`src/rtl/br_resolve_unit_if.sv`:
```
// EX-stage branch resolution bundle: operands and prediction in; redirect, kill and training out.
// Latency: wires only. Backpressure: none; EX freezes are signalled through i_stall.
// master = pipeline side driving EX state, slave = br_resolve_unit.
interface br_resolve_unit_if #(
    parameter int XLEN  = 32,
    parameter int CNT_W = 32
);
    logic              i_valid_e;
    logic              i_stall;
    logic [31:0]       i_instr_e;
    logic [XLEN-1:0]   i_pc_e;
    logic [XLEN-1:0]   i_rs1_e;
    logic [XLEN-1:0]   i_rs2_e;
    logic [XLEN-1:0]   i_imm_e;
    logic              i_pred_taken_e;
    logic [XLEN-1:0]   i_pred_target_e;
    logic              o_redirect;
    logic [XLEN-1:0]   o_redirect_pc;
    logic              o_flush_if_id;
    logic              o_kill_e;
    logic              o_upd_valid;
    logic [XLEN-1:0]   o_upd_pc;
    logic              o_upd_taken;
    logic [XLEN-1:0]   o_upd_target;
    logic              o_upd_mispred;
    logic [CNT_W-1:0]  o_br_cnt;
    logic [CNT_W-1:0]  o_mispred_cnt;

    modport master (
        output i_valid_e, i_stall, i_instr_e, i_pc_e, i_rs1_e, i_rs2_e, i_imm_e,
               i_pred_taken_e, i_pred_target_e,
        input  o_redirect, o_redirect_pc, o_flush_if_id, o_kill_e, o_upd_valid,
               o_upd_pc, o_upd_taken, o_upd_target, o_upd_mispred, o_br_cnt, o_mispred_cnt
    );

    modport slave (
        input  i_valid_e, i_stall, i_instr_e, i_pc_e, i_rs1_e, i_rs2_e, i_imm_e,
               i_pred_taken_e, i_pred_target_e,
        output o_redirect, o_redirect_pc, o_flush_if_id, o_kill_e, o_upd_valid,
               o_upd_pc, o_upd_taken, o_upd_target, o_upd_mispred, o_br_cnt, o_mispred_cnt
    );
endinterface

```
`src/rtl/br_resolve_unit.sv`:
```
// Resolves B-type (and JAL/JALR when JMP_EN) in EX, redirects on mispredict, trains the predictor.
// Latency: redirect/flush/update registered, one-cycle pulse at T+1; wrong-path EX slot killed until !i_stall.
// Backpressure: i_stall freezes resolution; optional counters under BRU_PERF_CNT_EN.
module br_resolve_unit #(
    parameter int XLEN   = 32,
    parameter int JMP_EN = 1,
    parameter int CNT_W  = 32
) (
    input logic              i_clk,
    input logic              i_rst_n,
    br_resolve_unit_if.slave bus
);
    localparam logic [6:0] OP_BRANCH = 7'b1100011;
    localparam logic [6:0] OP_JAL    = 7'b1101111;
    localparam logic [6:0] OP_JALR   = 7'b1100111;

    typedef enum logic {ST_IDLE, ST_KILL} state_t;
    state_t state_q, state_d;

    logic [6:0]      opcode;
    logic [2:0]      funct3;
    logic            eq, lt_s, lt_u;
    logic            is_ctrl, taken, mispred;
    logic            fire, resolve, kill_e;
    logic [XLEN-1:0] pc_imm, pc_plus4, jalr_sum, target, corr_pc;
    logic            unused_instr_bits;

    logic            redirect_q, upd_valid_q, upd_taken_q, upd_mispred_q;
    logic [XLEN-1:0] redirect_pc_q, upd_pc_q, upd_target_q;

    assign opcode   = bus.i_instr_e[6:0];
    assign funct3   = bus.i_instr_e[14:12];
    assign unused_instr_bits = ^{bus.i_instr_e[31:15], bus.i_instr_e[11:7]};

    assign eq       = (bus.i_rs1_e == bus.i_rs2_e);
    assign lt_s     = ($signed(bus.i_rs1_e) < $signed(bus.i_rs2_e));
    assign lt_u     = (bus.i_rs1_e < bus.i_rs2_e);
    assign pc_imm   = bus.i_pc_e + bus.i_imm_e;
    assign pc_plus4 = bus.i_pc_e + XLEN'(4);
    assign jalr_sum = bus.i_rs1_e + bus.i_imm_e;

    always_comb begin
        is_ctrl = 1'b0;
        taken   = 1'b0;
        target  = pc_imm;
        case (opcode)
            OP_BRANCH: begin
                is_ctrl = 1'b1;
                case (funct3)
                    3'b000:  taken = eq;
                    3'b001:  taken = !eq;
                    3'b100:  taken = lt_s;
                    3'b101:  taken = !lt_s;
                    3'b110:  taken = lt_u;
                    3'b111:  taken = !lt_u;
                    default: is_ctrl = 1'b0;
                endcase
            end
            OP_JAL: begin
                if (JMP_EN != 0) begin
                    is_ctrl = 1'b1;
                    taken   = 1'b1;
                end
            end
            OP_JALR: begin
                if (JMP_EN != 0) begin
                    is_ctrl = 1'b1;
                    taken   = 1'b1;
                    target  = {jalr_sum[XLEN-1:1], 1'b0};
                end
            end
            default: ;
        endcase
    end

    // A right direction with a wrong BTB target still costs a redirect.
    assign mispred = (taken != bus.i_pred_taken_e) |
                     (taken & bus.i_pred_taken_e & (target != bus.i_pred_target_e));
    assign corr_pc = taken ? target : pc_plus4;

    assign fire    = bus.i_valid_e & !bus.i_stall & !kill_e;
    assign resolve = fire & is_ctrl;

    always_ff @(posedge i_clk or negedge i_rst_n) begin
        if (!i_rst_n) state_q <= ST_IDLE;
        else          state_q <= state_d;
    end

    // The wrong-path slot leaves EX on the first unstalled cycle, valid or bubble.
    always_comb begin
        state_d = state_q;
        case (state_q)
            ST_IDLE: if (resolve && mispred) state_d = ST_KILL;
            ST_KILL: if (!bus.i_stall)       state_d = ST_IDLE;
            default: state_d = ST_IDLE;
        endcase
    end

    always_comb begin
        kill_e = 1'b0;
        if (state_q == ST_KILL) kill_e = 1'b1;
    end

    always_ff @(posedge i_clk or negedge i_rst_n) begin
        if (!i_rst_n) begin
            redirect_q    <= 1'b0;
            redirect_pc_q <= '0;
            upd_valid_q   <= 1'b0;
            upd_pc_q      <= '0;
            upd_taken_q   <= 1'b0;
            upd_target_q  <= '0;
            upd_mispred_q <= 1'b0;
        end else begin
            redirect_q  <= resolve & mispred;
            upd_valid_q <= resolve;
            if (resolve) begin
                redirect_pc_q <= corr_pc;
                upd_pc_q      <= bus.i_pc_e;
                upd_taken_q   <= taken;
                upd_target_q  <= target;
                upd_mispred_q <= mispred;
            end
        end
    end

`ifdef BRU_PERF_CNT_EN
    logic [CNT_W-1:0] br_cnt_q, mispred_cnt_q;

    always_ff @(posedge i_clk or negedge i_rst_n) begin
        if (!i_rst_n) begin
            br_cnt_q      <= '0;
            mispred_cnt_q <= '0;
        end else if (resolve) begin
            if (br_cnt_q != {CNT_W{1'b1}})
                br_cnt_q <= br_cnt_q + CNT_W'(1);
            if (mispred && (mispred_cnt_q != {CNT_W{1'b1}}))
                mispred_cnt_q <= mispred_cnt_q + CNT_W'(1);
        end
    end

    assign bus.o_br_cnt      = br_cnt_q;
    assign bus.o_mispred_cnt = mispred_cnt_q;
`else
    assign bus.o_br_cnt      = '0;
    assign bus.o_mispred_cnt = '0;
`endif

    assign bus.o_redirect    = redirect_q;
    assign bus.o_redirect_pc = redirect_pc_q;
    assign bus.o_flush_if_id = redirect_q;
    assign bus.o_kill_e      = kill_e;
    assign bus.o_upd_valid   = upd_valid_q;
    assign bus.o_upd_pc      = upd_pc_q;
    assign bus.o_upd_taken   = upd_taken_q;
    assign bus.o_upd_target  = upd_target_q;
    assign bus.o_upd_mispred = upd_mispred_q;
endmodule

```
`src/flat_wrapper.sv`:
```
// flat-port wrapper written by rule: the top's interface ports become plain ports
module br_resolve_unit_flat 
#(
    parameter int XLEN   = 32,
    parameter int JMP_EN = 1,
    parameter int CNT_W  = 32
)
  (i_clk, i_rst_n, bus_i_valid_e, bus_i_stall, bus_i_instr_e, bus_i_pc_e, bus_i_rs1_e, bus_i_rs2_e, bus_i_imm_e, bus_i_pred_taken_e, bus_i_pred_target_e, bus_o_redirect, bus_o_redirect_pc, bus_o_flush_if_id, bus_o_kill_e, bus_o_upd_valid, bus_o_upd_pc, bus_o_upd_taken, bus_o_upd_target, bus_o_upd_mispred, bus_o_br_cnt, bus_o_mispred_cnt);
  br_resolve_unit_if #(.XLEN(XLEN), .CNT_W(CNT_W)) bus_i ();
  input logic i_clk;
  input logic i_rst_n;
  input wire logic [$bits(bus_i.i_valid_e)-1:0] bus_i_valid_e;
  input wire logic [$bits(bus_i.i_stall)-1:0] bus_i_stall;
  input wire logic [$bits(bus_i.i_instr_e)-1:0] bus_i_instr_e;
  input wire logic [$bits(bus_i.i_pc_e)-1:0] bus_i_pc_e;
  input wire logic [$bits(bus_i.i_rs1_e)-1:0] bus_i_rs1_e;
  input wire logic [$bits(bus_i.i_rs2_e)-1:0] bus_i_rs2_e;
  input wire logic [$bits(bus_i.i_imm_e)-1:0] bus_i_imm_e;
  input wire logic [$bits(bus_i.i_pred_taken_e)-1:0] bus_i_pred_taken_e;
  input wire logic [$bits(bus_i.i_pred_target_e)-1:0] bus_i_pred_target_e;
  output wire logic [$bits(bus_i.o_redirect)-1:0] bus_o_redirect;
  output wire logic [$bits(bus_i.o_redirect_pc)-1:0] bus_o_redirect_pc;
  output wire logic [$bits(bus_i.o_flush_if_id)-1:0] bus_o_flush_if_id;
  output wire logic [$bits(bus_i.o_kill_e)-1:0] bus_o_kill_e;
  output wire logic [$bits(bus_i.o_upd_valid)-1:0] bus_o_upd_valid;
  output wire logic [$bits(bus_i.o_upd_pc)-1:0] bus_o_upd_pc;
  output wire logic [$bits(bus_i.o_upd_taken)-1:0] bus_o_upd_taken;
  output wire logic [$bits(bus_i.o_upd_target)-1:0] bus_o_upd_target;
  output wire logic [$bits(bus_i.o_upd_mispred)-1:0] bus_o_upd_mispred;
  output wire logic [$bits(bus_i.o_br_cnt)-1:0] bus_o_br_cnt;
  output wire logic [$bits(bus_i.o_mispred_cnt)-1:0] bus_o_mispred_cnt;
  assign bus_i.i_valid_e = bus_i_valid_e;
  assign bus_i.i_stall = bus_i_stall;
  assign bus_i.i_instr_e = bus_i_instr_e;
  assign bus_i.i_pc_e = bus_i_pc_e;
  assign bus_i.i_rs1_e = bus_i_rs1_e;
  assign bus_i.i_rs2_e = bus_i_rs2_e;
  assign bus_i.i_imm_e = bus_i_imm_e;
  assign bus_i.i_pred_taken_e = bus_i_pred_taken_e;
  assign bus_i.i_pred_target_e = bus_i_pred_target_e;
  assign bus_o_redirect = bus_i.o_redirect;
  assign bus_o_redirect_pc = bus_i.o_redirect_pc;
  assign bus_o_flush_if_id = bus_i.o_flush_if_id;
  assign bus_o_kill_e = bus_i.o_kill_e;
  assign bus_o_upd_valid = bus_i.o_upd_valid;
  assign bus_o_upd_pc = bus_i.o_upd_pc;
  assign bus_o_upd_taken = bus_i.o_upd_taken;
  assign bus_o_upd_target = bus_i.o_upd_target;
  assign bus_o_upd_mispred = bus_i.o_upd_mispred;
  assign bus_o_br_cnt = bus_i.o_br_cnt;
  assign bus_o_mispred_cnt = bus_i.o_mispred_cnt;
  br_resolve_unit #(.XLEN(XLEN), .JMP_EN(JMP_EN), .CNT_W(CNT_W)) u_core (.i_clk(i_clk), .i_rst_n(i_rst_n), .bus(bus_i));
endmodule
```
`config.mk`:
```
export PLATFORM = sky130hd
export DESIGN_NAME = br_resolve_unit_flat
export DESIGN_NICKNAME = d
export VERILOG_FILES = /design/src/rtl/br_resolve_unit_if.sv /design/src/rtl/br_resolve_unit.sv /design/src/flat_wrapper.sv
export SDC_FILE = /design/constraint.sdc
export NUM_CORES = 1
export LEC_CHECK = 0
export ABC_AREA = 0
export BUFFER_PORTS_ARGS = -buffer_cell sky130_fd_sc_hd__buf_4
export CAP_MARGIN = 10
export CORE_ASPECT_RATIO = 0.5
export CORE_MARGIN = 5
export CORE_UTILIZATION = 50
export DETAILED_ROUTE_END_ITERATION = 8
export GPL_TIMING_DRIVEN = 1
export PLACE_DENSITY = 0.88
export SLEW_MARGIN = 0
export SYNTH_ARGS = -nofsm -noshare
export SYNTH_HDL_FRONTEND = slang
export SYNTH_SLANG_ARGS = --single-unit
```
`constraint.sdc`:
```
create_clock -name i_clk -period 1.8 [get_ports i_clk]
set_input_delay 0.18 -clock i_clk [delete_from_list [all_inputs] [get_ports i_clk]]
set_output_delay 0.18 -clock i_clk [all_outputs]
set_load 0.03 [all_outputs]
```
==> qor.txt, run 1 <==
Outcome - aborted with a tool error
Last stage reached - 5_1_grt
First error - [ERROR GRT-0232] Routing congestion too high. Check the congestion heatmap in the GUI.
Initial core utilization - 0.5131
Boundary pin count - 363
Flip-flop and latch count after synthesis - 101
Number of standard-cell rows in the floorplan - 38
Buffer cell driving the clock tree root - sky130_fd_sc_hd__clkbuf_16
Largest net degree at the start of global routing - 38
Clock Tree Buf Depth - 2
Cell types occupying the most area after synthesis - sky130_fd_sc_hd__dfrtp_1, sky130_fd_sc_hd__ha_1, sky130_fd_sc_hd__nand2_1
Cell Count Post-Placement - 2355
Die span in x - 221.9 um
Pin ending the worst setup path after global-route repair - u_core.state_q$_DFF_PN0_/D
Yosys Warn Count - 0
Final weighted congestion in routability-driven placement - 1.015
Grt total ovfl - 7
Distinct cells, synth - 95
Main flop type after synthesis - sky130_fd_sc_hd__dfrtp_1
Worst endpoint type - sequential cell input
Port-buffer cells - 276
Chip Height - 115.9 um
Post-synth ARST share - 1.000
Average cell area after synthesis - 7.729 um^2
Detail Placement HPWL - 39510 um
Number of flops mapped to enable cells by yosys - 0
Combined area of all synthesized cells - 11220 um^2
Cell taking the most area after synthesis - sky130_fd_sc_hd__dfrtp_1
Post-synthesis sequential area ratio - 0.2252
Number of H-tree levels - 3
CTS sink count - 101
Global-route usage over all layers - 0.7804
Total CTS buffers - 9
Synth top area share - 0.2252
Count of mapped cells out of synthesis - 1452
==> Yosys cell counts, types with 8 or more instances <==
cell / number
sky130_fd_sc_hd__nand4_1: 22
sky130_fd_sc_hd__dfrtp_1: 101
sky130_fd_sc_hd__nor3_1: 23
sky130_fd_sc_hd__nand2_1: 255
sky130_fd_sc_hd__ha_1: 94
sky130_fd_sc_hd__nand3_1: 37
sky130_fd_sc_hd__nand2b_1: 12
sky130_fd_sc_hd__xor2_1: 45
sky130_fd_sc_hd__o221ai_1: 9
sky130_fd_sc_hd__clkbuf_1: 46
sky130_fd_sc_hd__o21ai_0: 112
sky130_fd_sc_hd__inv_1: 52
sky130_fd_sc_hd__and3_1: 24
sky130_fd_sc_hd__xnor2_1: 50
sky130_fd_sc_hd__nand3b_1: 8
sky130_fd_sc_hd__a21oi_1: 92
sky130_fd_sc_hd__o211ai_1: 17
sky130_fd_sc_hd__buf_1: 8
sky130_fd_sc_hd__a31oi_1: 12
sky130_fd_sc_hd__nor2_1: 76
sky130_fd_sc_hd__nor2b_1: 9
sky130_fd_sc_hd__o21a_1: 20
sky130_fd_sc_hd__o22a_1: 17
sky130_fd_sc_hd__buf_4: 67
sky130_fd_sc_hd__a211o_1: 8
sky130_fd_sc_hd__a211oi_1: 13
sky130_fd_sc_hd__a21o_1: 30
sky130_fd_sc_hd__and2_1: 14
sky130_fd_sc_hd__or3_1: 11
sky130_fd_sc_hd__mux2i_1: 18
==> per-stage QoR <==
stage               utilization  cell area [um^2]  setup slack [ns]  hold slack, ns
floorplan                     -             12140            -1.465         -0.1156
CTS                      0.8225             17990            -1.632         0.06496
detailed placement       0.7644             16720            -2.095          0.1669
global placement         0.7644             16720            -1.821          0.1656
==> repair_timing <==
item	CTS
setup endpoints to repair	61
buffers inserted	29
gates resized for setup	172
hold buffers	1
pin swaps	62
cloned	1
hold endpoints to repair	31
==> layer usage <==
layer  GRT usage  overflow
met5      0.5645         0
met4      0.7485         4
met3      0.7363         0
met2      0.9056         2
met1      0.7427         1
==> cell families after synthesis <==
| group | synth area share |
|---|---|
| AOI/OAI and AO/OA | 0.2663 |
| xor gates and xnor gates | 0.07827 |
| adders and majority gates | 0.1084 |
| buffers and inverters | 0.08440 |
| DFF | 0.2252 |
| muxes | 0.02107 |
| other | 0.0003342 |
| and+or+nand+nor | 0.2161 |
==> run 2, diff against run 1 <==
--- a/config.mk
+++ b/config.mk
@@ -8,12 +8,11 @@
 export ABC_AREA = 0
 export BUFFER_PORTS_ARGS = -buffer_cell sky130_fd_sc_hd__buf_4
 export CAP_MARGIN = 10
-export CORE_ASPECT_RATIO = 0.5
 export CORE_MARGIN = 5
-export CORE_UTILIZATION = 50
+export CORE_UTILIZATION = 35
 export DETAILED_ROUTE_END_ITERATION = 8
 export GPL_TIMING_DRIVEN = 1
-export PLACE_DENSITY = 0.88
+export PLACE_DENSITY_LB_ADDON = 0.15
 export SLEW_MARGIN = 0
 export SYNTH_ARGS = -nofsm -noshare
 export SYNTH_HDL_FRONTEND = slang
==> run 2 against run 1 <==
Compared with the run above:
- the flow now finishes, with violations (negative setup slack)
- synthesized cell count stayed put
- area after synthesis stayed put
==> qor.txt, run 2 <==
Outcome - complete, but fails checks
Violated checks - negative setup slack
CTS tree - built
Kind of critical path - in2reg
Commonest non-fill, non-tap cell in the layout - sky130_fd_sc_hd__buf_4
Clock latency of the later-clocked register in the worst-skew pair - 0.35 ns
Critical Path Source - bus_i_imm_e[0]
Chip Height - 189.1 um (+63%)
Share of final-layout standard cells stronger than drive strength 1 - 0.4686
Combined area of all synthesized cells - 11220 um^2 (unchanged)
Largest fanout of any net on the critical path - 3
Core region area - 31640 um^2
Average cell area after synthesis - 7.729 um^2 (unchanged)
Detail-routed via count per cell - 5.196
Cell leakage power - 9.253 nW
Number of standard-cell rows in the floorplan - 65 (+71%)
Distinct cells, synth - 95 (unchanged)
Clock Tree Buf Depth - 2 (unchanged)
Area growth, synth to finish - 71.31%
Post-synthesis sequential area ratio - 0.2252 (unchanged)
Type of element launching the critical path - primary input
Cell taking the most area after synthesis - sky130_fd_sc_hd__dfrtp_1
Detail Placement HPWL - 38440 um (-2.7%)
Total CTS buffers - 9 (unchanged)
CTS sink count - 101 (unchanged)
Peak ir drop on the vdd network - 0.4335 mV
Commonest cells post-synth - sky130_fd_sc_hd__nand2_1, sky130_fd_sc_hd__o21ai_0, sky130_fd_sc_hd__dfrtp_1, sky130_fd_sc_hd__ha_1, sky130_fd_sc_hd__a21oi_1
# setup viols final - 58
Achievable Freq - 307.1 MHz
Flip-flop and latch count after synthesis - 101 (unchanged)
Number of cells on the worst hold path - 3
Crit path setup slack, layout - -1.457 ns
Startpoint of the lowest-slack hold path - bus_i_pc_e[7]
Clk slew on worst S/H paths - 0.08 ns
Final weighted congestion in routability-driven placement - 0.9205 (-9.3%)
Synth top area share - 0.2252 (unchanged)
Global-route usage over all layers - 0.2525
Detailed Routing Iterations Pass 1 - 5
Worst setup path end - u_core.state_q$_DFF_PN0_
# Max-Cap Violations - 0
Antenna violation net count after detailed routing - 0
Largest net degree at the start of global routing - 69
Cell Pwr Density - 584.5 nW/um^2
Clock skew - 0.007711 ns
Buffer cell driving the clock tree root - sky130_fd_sc_hd__clkbuf_16
Launching point of the worst reg2reg path - u_core.state_q$_DFF_PN0_
Cell types occupying the most area after synthesis - sky130_fd_sc_hd__dfrtp_1, sky130_fd_sc_hd__ha_1, sky130_fd_sc_hd__nand2_1
Final Total Pwr - 11.24 mW
Final routed wirelength across all metal layers - 47590 um
Main flop type after synthesis - sky130_fd_sc_hd__dfrtp_1
Total inserted antenna cells - 0
Final-report hold violation count - 0
Count of mapped cells out of synthesis - 1452 (unchanged)
Fraction of the cycle the final worst path needs - 1.809
Number of H-tree levels - 3 (unchanged)
Arrival time of data at the critical path endpoint - 3.47 ns
Transition time at the pin with the least slew margin - 0.5169 ns
Via count of the first global-routing pass - 13535
Worst slew margin relative to its limit - 0.6518
Post-layout nets - 2422
Final Slew Violations - 0
Die outline area - 35740 um^2
Min-delay worst type - in2reg
Number of flops mapped to enable cells by yosys - 0 (unchanged)
Port-buffer cells - 276 (unchanged)
Worst R2R Path Depth - 7
Detailed-route via count - 13178
Minimum period implied by the final worst setup slack - 3.257 ns
Most used standard cell by instance count after synthesis - sky130_fd_sc_hd__nand2_1
Grt total ovfl - 0
DRT iter0 DRCs - 708
End of the worst register-to-register path - u_core.bus.o_upd_target[12]$_DFFE_PN0P_
Top library cells by usage in the layout, fill and taps aside - sky130_fd_sc_hd__buf_4, sky130_fd_sc_hd__nand2_1, sky130_fd_sc_hd__dfrtp_1, sky130_fd_sc_hd__nor2_1, sky130_fd_sc_hd__conb_1
Die span in x - 189.1 um (-15%)
Final total negative setup slack - -38.25 ns
Unrepaired setup endpoints after global routing - yes
Crit path required time - 2.02 ns
Antenna violations before repair - 1
Wire length per cell - 18.76 um
Boundary pin count - 363 (unchanged)
Critical path endpoint category - register
Reg-to-reg slack, setup - 0.25 ns
Global-route wire length before repair - 72240 um
Hold slack final - 0.07005 ns
Initial core utilization - 0.3547 (-0.1584)
Yosys Warn Count - 0 (unchanged)
Post-synth ARST share - 1.000 (unchanged)
Residual DRC - 0
[run 2: cell counts after synthesis]
No cell type changed its count.
[run 2: how the worst min path moves through the flow]
stage                                         endpoint  slack (ns)
2_1_floorplan       u_core.bus.o_flush_if_id$_DFF_PN0_       -0.12
3_3_place_gp   u_core.bus.o_upd_target[30]$_DFFE_PN0P_        0.17
3_5_place_dp       u_core.bus.o_upd_pc[30]$_DFFE_PN0P_        0.18
4_1_cts             u_core.bus.o_upd_pc[6]$_DFFE_PN0P_        0.07
5_1_grt             u_core.bus.o_upd_pc[7]$_DFFE_PN0P_        0.07
6_report            u_core.bus.o_upd_pc[7]$_DFFE_PN0P_        0.07
[run 2: area by class of cell]
class / instances / area [um^2]
Clock buffer: 10 / 229.0
Clock inverter: 6 / 56.30
Fill cell: 2864 / 12410
Inverter: 52 / 215.2
Multi-Input combinational cell: 1233 / 9661
Sequential cell: 101 / 2527
Tap cell: 402 / 503.0
Timing Repair Buffer: 732 / 6033
[run 2: layer usage]
| metal | global-route usage | share of wire | up-vias |
|---|---|---|---|
| li1 | - | - | 6483 |
| met1 | 0.3047 | 0.41 | 6247 |
| met2 | 0.4470 | 0.49 | 364 |
| met3 | 0.03853 | 0.048 | 84 |
| met4 | 0.1068 | 0.049 | 0 |
| met5 | 0 | 0 | - |
[run 2: logic make-up after synthesis]
group | synth area share
other cells | 0.0003342
fa+ha+maj | 0.1084
buf+inv | 0.08440
compound gates | 0.2663
flops | 0.2252
mux | 0.02107
xor+xnor | 0.07827
simple gates | 0.2161
[run 2: report_power, final]
part | leakage (nW) | internal (mW) | total (mW) | switching [mW]
clock network | 0.137 | 0.967 | 1.90 | 0.936
registers | 1.36 | 2.55 | 2.74 | 0.189
logic | 7.76 | 3.11 | 6.59 | 3.48
[run 2: what timing repair did]
action / CTS / global route
endpoints found under the hold margin: 33 / 0
gates cloned: 7 / 0
gates resized for setup: 245 / 81
hold buffers: 1 / 0
buffers inserted: 42 / 9
endpoints found under the setup margin: 62 / 62
pin swaps: 95 / 58
[run 2: stage by stage]
| step | cell area (um^2) | setup WS, ns | cells | util |
|---|---|---|---|---|
| floorplan | 12140 | -1.465 | 1515 | - |
| global placement | 17010 | -1.941 | 2479 | 0.5378 |
| detailed placement | 17010 | -2.008 | 2479 | 0.5378 |
| CTS | 18880 | -1.508 | 2537 | 0.5969 |
| global route | 19220 | -1.595 | 2536 | 0.6077 |
| finish | 19220 | -1.457 | 2536 | 0.6077 |
[run 2: worst max-delay path, cell delays in order]
cell	delay, ns
sky130_fd_sc_hd__buf_8	0.10
sky130_fd_sc_hd__and2_4	0.15
sky130_fd_sc_hd__fa_2	0.35
sky130_fd_sc_hd__a21o_1	0.21
sky130_fd_sc_hd__a221oi_4	0.29
sky130_fd_sc_hd__buf_4	0.17
sky130_fd_sc_hd__o21ba_4	0.16
sky130_fd_sc_hd__a21oi_4	0.06
sky130_fd_sc_hd__or3_4	0.38
sky130_fd_sc_hd__a2111o_1	0.39
sky130_fd_sc_hd__o211a_4	0.17
sky130_fd_sc_hd__a2111oi_4	0.18
sky130_fd_sc_hd__nand4_1	0.12
sky130_fd_sc_hd__buf_4	0.17
sky130_fd_sc_hd__o41ai_4	0.24
sky130_fd_sc_hd__o211ai_1	0.15
No activity file was read; power rests on OpenSTA's default activity.
==> run 3, diff against run 2 <==
--- a/config.mk
+++ b/config.mk
@@ -9,7 +9,7 @@
 export BUFFER_PORTS_ARGS = -buffer_cell sky130_fd_sc_hd__buf_4
 export CAP_MARGIN = 10
 export CORE_MARGIN = 5
-export CORE_UTILIZATION = 35
+export CORE_UTILIZATION = 40
 export DETAILED_ROUTE_END_ITERATION = 8
 export GPL_TIMING_DRIVEN = 1
 export PLACE_DENSITY_LB_ADDON = 0.15
==> run 3 against run 2 <==
Compared with the run above:
- the run still ends with negative setup slack left
- worst hold slack improved by 0.0048 ns
- final cell count fell by 0.99%
- flip-flop and latch count did not move
- maximum frequency rose by 1.4%
- routed wire length rose by 0.17%
- die area fell by 12%
- via count rose by 2.1%
- first-iteration DRC count rose by 32%
- power rose by 1.2%
- critical endpoint is now u_core.bus.o_upd_mispred$_DFFE_PN0P_
==> qor.txt, run 3 (synthesis gave the netlist of run 2 again) <==
# Max-Cap Violations - 0 (unchanged)
Arrival time of data at the critical path endpoint - 3.43 ns (-0.04 ns)
Final core utilization - 0.7000 (+0.09228)
Detail-routed via count per cell - 5.361 (+3.2%)
Share of final-layout standard cells stronger than drive strength 1 - 0.4810 (+0.01241)
Clock latency of the later-clocked register in the worst-skew pair - 0.35 ns (about the same)
Port-buffer cells - 276 (unchanged)
Global-route wire length before repair - 71420 um (-1.1%)
Launching point of the worst reg2reg path - u_core.state_q$_DFF_PN0_
Unrepaired setup endpoints after global routing - yes
Post-layout nets - 2421 (-0.041%)
Minimum period implied by the final worst setup slack - 3.211 ns (-0.04554 ns)
Transition time at the pin with the least slew margin - 0.5769 ns (+0.06004 ns)
# setup viols final - 58 (unchanged)
Cell family with the largest share of critical-path delay - compound AO/OA/AOI/OAI gates
Area growth, synth to finish - 72.81%
Peak ir drop on the vdd network - 0.4622 mV (+6.6%)
Antenna violations before repair - 0 (-1)
Global-route usage over all layers - 0.2864 (+0.03392)
Final-report hold violation count - 0 (unchanged)
Wire length per cell - 18.98 um (+1.2%)
Number of fill cells in the layout - 2219 (-23%)
Cell chain of the critical path - buf_6 -> and2_4 -> fa_2 -> a21o_1 -> a221oi_4 -> o21ba_4 -> a21oi_4 -> or3_4 -> a2111o_1 -> o211a_4 -> a2111oi_4 -> nand4_1 -> o41ai_2 -> o211ai_1
Combined area of the multi-input logic cells - 9882 um^2 (+2.3%)
Number of standard-cell rows in the floorplan - 61 (-6.2%)
CTS tree - built
Outcome - complete, but fails checks
Final weighted congestion in routability-driven placement - 0.9234 (+0.32%)
DRT iter0 DRCs - 937 (+32%)
Die outline area - 31500 um^2 (-12%)
Final routed wirelength across all metal layers - 47670 um (+0.17%)
Type of element launching the critical path - primary input
Buffers and inverters on the worst path - 1 (-2)
Pre-CTS worst setup slack - -1.931 ns (+0.07685 ns)
Violated checks - negative setup slack
Clock skew - 0.007872 ns (+0.0001611 ns)
Cell Pwr Density - 586.5 nW/um^2 (+0.34%)
End of the worst hold path - u_core.state_q$_DFF_PN0_
Number of H-tree levels - 3 (unchanged)
Clock Tree Buf Depth - 2 (unchanged)
Hold slack final - 0.07486 ns (+0.004808 ns)
Kind of critical path - in2reg
Detailed-route via count - 13461 (+2.1%)
Crit path setup slack, layout - -1.411 ns (+0.04554 ns)
Crit path required time - 2.02 ns (about the same)
Fraction of the cycle the final worst path needs - 1.784 (-0.02530)
Number of cells on the worst hold path - 3 (unchanged)
Detail Placement HPWL - 37660 um (-2.0%)
Achievable Freq - 311.4 MHz (+1.4%)
Detailed Routing Iterations Pass 1 - 5 (unchanged)
Reg-to-reg slack, setup - 0.22 ns (-0.03 ns)
Commonest non-fill, non-tap cell in the layout - sky130_fd_sc_hd__buf_4
Largest net degree at the start of global routing - 74 (+7.2%)
Chip Height - 177.5 um (-6.1%)
Antenna violation net count after detailed routing - 0 (unchanged)
End of the worst register-to-register path - u_core.bus.o_upd_pc[26]$_DFFE_PN0P_
Total area of sequential cells - 2527 um^2 (unchanged)
Cell leakage power - 9.246 nW (about the same)
Boundary pin count - 363 (unchanged)
Worst slew margin relative to its limit - 0.6113 (-0.04045)
Final Slew Violations - 0 (unchanged)
Via count of the first global-routing pass - 13511 (-0.18%)
Highest cell delay on the worst timing path - 0.40 ns (about the same)
Residual DRC - 0 (unchanged)
Core region area - 27710 um^2 (-12%)
Master of the slowest instance on the critical path - sky130_fd_sc_hd__a2111o_1
Initial core utilization - 0.4050 (+0.05033)
Total CTS buffers - 9 (unchanged)
Worst R2R Path Depth - 8 (+1)
Critical path depth - 14 (-2)
Post-route insts no fill - 2511 (-0.99%)
Largest fanout of any net on the critical path - 3 (unchanged)
Top library cells by usage in the layout, fill and taps aside - sky130_fd_sc_hd__buf_4, sky130_fd_sc_hd__nand2_1, sky130_fd_sc_hd__dfrtp_1, sky130_fd_sc_hd__nor2_1, sky130_fd_sc_hd__conb_1
Die span in x - 177.5 um (-6.1%)
Clk slew on worst S/H paths - 0.08 ns (about the same)
Startpoint of the lowest-slack hold path - bus_i_stall
Cell Count Post-Placement - 2447 (-1.3%)
Grt total ovfl - 0 (unchanged)
Critical path endpoint category - register
Buffer cell driving the clock tree root - sky130_fd_sc_hd__clkbuf_16
CTS sink count - 101 (unchanged)
Min-delay worst type - in2reg
Total inserted antenna cells - 0 (unchanged)
run 3: cell count changes in the layout (fill, tap and decap cells not counted), moves of 4 or more:
| cell | change |
|---|---|
| sky130_fd_sc_hd__a21oi_1 | -9 |
| sky130_fd_sc_hd__ha_4 | +6 |
| sky130_fd_sc_hd__ha_1 | -7 |
| sky130_fd_sc_hd__a21oi_2 | +9 |
| sky130_fd_sc_hd__o21ai_0 | -5 |
| sky130_fd_sc_hd__o21ai_2 | +4 |
run 3: repair_timing:
item                                    CTS  global route
cloned                                    7             0
setup buffers                            36            25
hold buffers                              1             0
endpoints found under the setup margin   61            63
pin swaps                                92            80
resized for setup                       233           145
hold endpoints to repair                 36             0
run 3: cell type report:
| class | instances | share of cell area |
|---|---|---|
| Sequential cell | 101 | 0.1303 |
| Clock buffer | 10 | 0.01232 |
| Tap cell | 378 | 0.02439 |
| Multi-Input combinational cell | 1233 | 0.5096 |
| Inverter | 52 | 0.01110 |
| Clock inverter | 6 | 0.002710 |
| Timing Repair Buffer | 731 | 0.3096 |
run 3: worst max path at each step:
stage | start | end | slack (ns)
CTS | bus_i_rs1_e[0] | u_core.bus.o_upd_mispred$_DFFE_PN0P_ | -1.49
detailed placement | bus_i_imm_e[0] | u_core.bus.o_upd_mispred$_DFFE_PN0P_ | -1.93
global placement | bus_i_imm_e[0] | u_core.state_q$_DFF_PN0_ | -1.84
finish | bus_i_rs1_e[0] | u_core.bus.o_upd_mispred$_DFFE_PN0P_ | -1.41
global route | bus_i_rs1_e[0] | u_core.bus.o_upd_mispred$_DFFE_PN0P_ | -1.55
floorplan | bus_i_imm_e[0] | u_core.bus.o_upd_mispred$_DFFE_PN0P_ | -1.46
run 3: per-stage QoR:
stage	power [mW]	setup TNS [ns]	cell area, um^2
6_report	11.37	-37.78	19390
5_1_grt	12.00	-43.49	19390
4_1_cts	11.02	-42.60	18700
3_5_place_dp	8.555	-69.43	16920
3_3_place_gp	8.472	-66.42	16920
2_1_floorplan	5.956	-28.08	12140
run 3: power by group:
part | switching (mW) | total [mW] | internal, mW | leakage [nW]
Clock | 0.935 | 1.93 | 1.00 | 0.138
Combinational | 3.56 | 6.70 | 3.14 | 7.75
Sequential | 0.186 | 2.74 | 2.55 | 1.36
run 3: layer usage:
metal  share of wire  vias up  wire (um)  GRT usage
met5               0        -          0          0
met4           0.058        0       2756     0.1421
met3           0.059      126       2821    0.04303
met2            0.49      474      23430     0.4955
met1            0.39     6372      18660     0.3465
li1                -     6489          -          -
run 3: tightest hold or removal path: stages:
cell	delay [ns]
sky130_fd_sc_hd__buf_4	0.09
sky130_fd_sc_hd__nand2_1	0.05
sky130_fd_sc_hd__o211ai_1	0.07
==> run 4, diff against run 3 <==
--- a/config.mk
+++ b/config.mk
@@ -12,7 +12,7 @@
 export CORE_UTILIZATION = 40
 export DETAILED_ROUTE_END_ITERATION = 8
 export GPL_TIMING_DRIVEN = 1
-export PLACE_DENSITY_LB_ADDON = 0.15
+export PLACE_DENSITY = 0.65
 export SLEW_MARGIN = 0
 export SYNTH_ARGS = -nofsm -noshare
 export SYNTH_HDL_FRONTEND = slang
==> run 4 against run 3 <==
Compared with the run above:
- the run still ends with negative setup slack left
- worst hold slack improved by 0.0088 ns
- critical path depth stayed put
- via count shrank 0.71%
- routed wire length is 1.8% lower
- non-clock buffer count increased by 15
- first-iteration DRC count decreased by 18%
- clock skew is 0.0016 ns lower
- combinational power about the same
- final cell count grew 0.60%
- utilization rose by 0.32 points
- sequential power about the same
- largest power group unchanged
==> qor.txt, run 4 (synthesis gave the netlist of run 2 again) <==
Clk slew on worst S/H paths - 0.07 ns (about the same)
Global-route wire length before repair - 71420 um (about the same)
Commonest non-fill, non-tap cell in the layout - sky130_fd_sc_hd__buf_4
Largest fanout of any net on the critical path - 3 (unchanged)
Worst R2R Path Depth - 7 (-1)
Detailed-route via count - 13365 (-0.71%)
Initial core utilization - 0.4050 (unchanged)
Peak ir drop on the vdd network - 0.5012 mV (+8.4%)
CTS tree - built
Placement Cell Area - 17010 um^2 (+0.53%)
Via count of the first global-routing pass - 13630 (+0.88%)
Transition time at the pin with the least slew margin - 0.6272 ns (+0.05031 ns)
Grt total ovfl - 0 (unchanged)
Boundary pin count - 363 (unchanged)
Antenna violation net count after detailed routing - 0 (unchanged)
Highest cell delay on the worst timing path - 0.39 ns (about the same)
Kind of critical path - in2reg
Arrival time of data at the critical path endpoint - 3.53 ns (+0.10 ns)
Master of the slowest instance on the critical path - sky130_fd_sc_hd__a221oi_4
Final total negative setup slack - -45.89 ns (-8.117 ns)
# setup viols final - 58 (unchanged)
Final Slew Violations - 0 (unchanged)
Largest net degree at the start of global routing - 70 (-5.4%)
# Max-Cap Violations - 0 (unchanged)
Cell chain of the critical path - buf_8 -> and2_4 -> fa_2 -> a21o_1 -> a221oi_4 -> o21ba_4 -> a21oi_4 -> or3_4 -> a2111o_1 -> o211a_4 -> a2111oi_4 -> nand4_1 -> o41ai_2 -> o211ai_1
Number of fill cells in the layout - 2246 (+1.2%)
Clock Tree Buf Depth - 2 (unchanged)
Final weighted congestion in routability-driven placement - 0.9253 (+0.21%)
Number of standard-cell rows in the floorplan - 61 (unchanged)
End of the worst register-to-register path - u_core.bus.o_upd_mispred$_DFFE_PN0P_
Type of element launching the critical path - primary input
Total inserted antenna cells - 0 (unchanged)
Detailed Routing Iterations Pass 1 - 5 (unchanged)
Number of H-tree levels - 3 (unchanged)
Die span in x - 177.5 um (unchanged)
Total CTS buffers - 9 (unchanged)
Startpoint of the lowest-slack hold path - bus_i_stall
Antenna violations before repair - 0 (unchanged)
Final Instance Area - 19480 um^2 (+0.46%)
Area growth, synth to finish - 73.60%
Detail Placement HPWL - 37170 um (-1.3%)
End of the worst hold path - u_core.state_q$_DFF_PN0_
Cell family with the largest share of critical-path delay - compound AO/OA/AOI/OAI gates
Detail-routed via count per cell - 5.291 (-1.3%)
Crit path setup slack, layout - -1.521 ns (-0.1098 ns)
Share of final-layout standard cells stronger than drive strength 1 - 0.4818 (+0.0008309)
Crit path required time - 2.01 ns (about the same)
Die outline area - 31500 um^2 (unchanged)
Launching point of the worst reg2reg path - u_core.state_q$_DFF_PN0_
Outcome - complete, but fails checks
Wire length per cell - 18.53 um (-2.4%)
Post-layout nets - 2436 (+0.62%)
Core region area - 27710 um^2 (unchanged)
Top library cells by usage in the layout, fill and taps aside - sky130_fd_sc_hd__buf_4, sky130_fd_sc_hd__nand2_1, sky130_fd_sc_hd__dfrtp_1, sky130_fd_sc_hd__nor2_1, sky130_fd_sc_hd__buf_6
Cell leakage power - 9.364 nW (+1.3%)
Reg-to-reg slack, setup - 0.28 ns (+0.06 ns)
Cell Pwr Density - 587.7 nW/um^2 (+0.22%)
Buffer cell driving the clock tree root - sky130_fd_sc_hd__clkbuf_16
Final routed wirelength across all metal layers - 46800 um (-1.8%)
Number of cells on the worst hold path - 3 (unchanged)
DRT iter0 DRCs - 767 (-18%)
Worst slew margin relative to its limit - 0.5774 (-0.03390)
Clock latency of the later-clocked register in the worst-skew pair - 0.35 ns (about the same)
Residual DRC - 0 (unchanged)
Final-report hold violation count - 0 (unchanged)
Minimum period implied by the final worst setup slack - 3.321 ns (+0.1098 ns)
Global-route usage over all layers - 0.2863 (about the same)
CTS sink count - 101 (unchanged)
Clock skew - 0.006238 ns (-0.001634 ns)
Chip Height - 177.5 um (unchanged)
Critical Path Source - bus_i_imm_e[0]
Violated checks - negative setup slack
Achievable Freq - 301.1 MHz (-3.3%)
Critical path endpoint category - register
Buffers and inverters on the worst path - 1 (unchanged)
Min-delay worst type - in2reg
Fraction of the cycle the final worst path needs - 1.845 (+0.06101)
Port-buffer cells - 276 (unchanged)
Unrepaired setup endpoints after global routing - yes
==> run 4: changes by cell type in the layout (fill, tap and decap cells not counted), sizes merged <==
cell / previous run / this run
clkbuf: 10 / 11
buf: 730 / 744
clkinvlp: 2 / 1
clkinv: 1 / 2
inv: 55 / 54
bufinv: 0 / 1
==> run 4: report_power, final <==
group | internal, mW | switching, mW
sequential | 2.55 | 0.190
combinational | 3.21 | 3.52
clock | 1.09 | 0.886
total | 6.85 | 4.60
==> run 4: repair_timing <==
action | in CTS | in global routing
hold buffers | 1 | 0
hold endpoints to repair | 30 | 0
setup buffers | 47 | 25
gates resized for setup | 275 | 110
pin swaps | 96 | 72
setup endpoints to repair | 62 | 62
cloned | 7 | 1
==> run 4: area by class of cell <==
class	instances	area [um^2]	share of cell area
well taps	378	473.0	0.02428
inverters	52	215.2	0.01105
multi-input cells	1233	9771	0.5015
clock buffers	10	229.0	0.01175
repair buffers	746	6195	0.3180
flip-flops and latches	101	2527	0.1297
clock inverters	6	71.32	0.003661
==> run 4: how the worst max path moves through the flow <==
stage,endpoint,slack [ns],cells past startpoint
5_1_grt,u_core.bus.o_upd_mispred$_DFFE_PN0P_,-1.66,18
3_3_place_gp,u_core.bus.o_upd_mispred$_DFFE_PN0P_,-1.85,14
6_report,u_core.bus.o_upd_mispred$_DFFE_PN0P_,-1.52,14
3_5_place_dp,u_core.bus.o_upd_mispred$_DFFE_PN0P_,-1.94,14
4_1_cts,u_core.bus.o_upd_mispred$_DFFE_PN0P_,-1.55,14
2_1_floorplan,u_core.bus.o_upd_mispred$_DFFE_PN0P_,-1.46,14
==> run 4: per-stage QoR <==
stage	power (mW)	setup slack, ns	utilization	std cells	hold WS [ns]
final	11.45	-1.521	0.7032	2526	0.08363
after global routing	12.10	-1.659	0.7032	2526	0.08623
after CTS	11.20	-1.546	0.6873	2520	0.08699
after detailed placement	8.586	-1.943	0.6141	2461	0.1608
after global placement	8.504	-1.854	0.6141	2461	0.1597
after floorplan	5.956	-1.465	-	1515	-0.1156
==> run 4: worst min-delay path, delay by kind of cell <==
kind / cells / cell delay [ns]
AO/OA/AOI/OAI: 1 / 0.08
buffers and inverters: 1 / 0.08
AND/OR/NAND/NOR: 1 / 0.05
==> run 4: per-layer routing <==
layer / vias up / routed length, um / global-route usage
li1: 6498 / - / -
met5: - / 0 / 0
met1: 6323 / 18860 / 0.3477
met3: 106 / 2545 / 0.04516
met2: 438 / 23030 / 0.4990
met4: 0 / 2370 / 0.1283
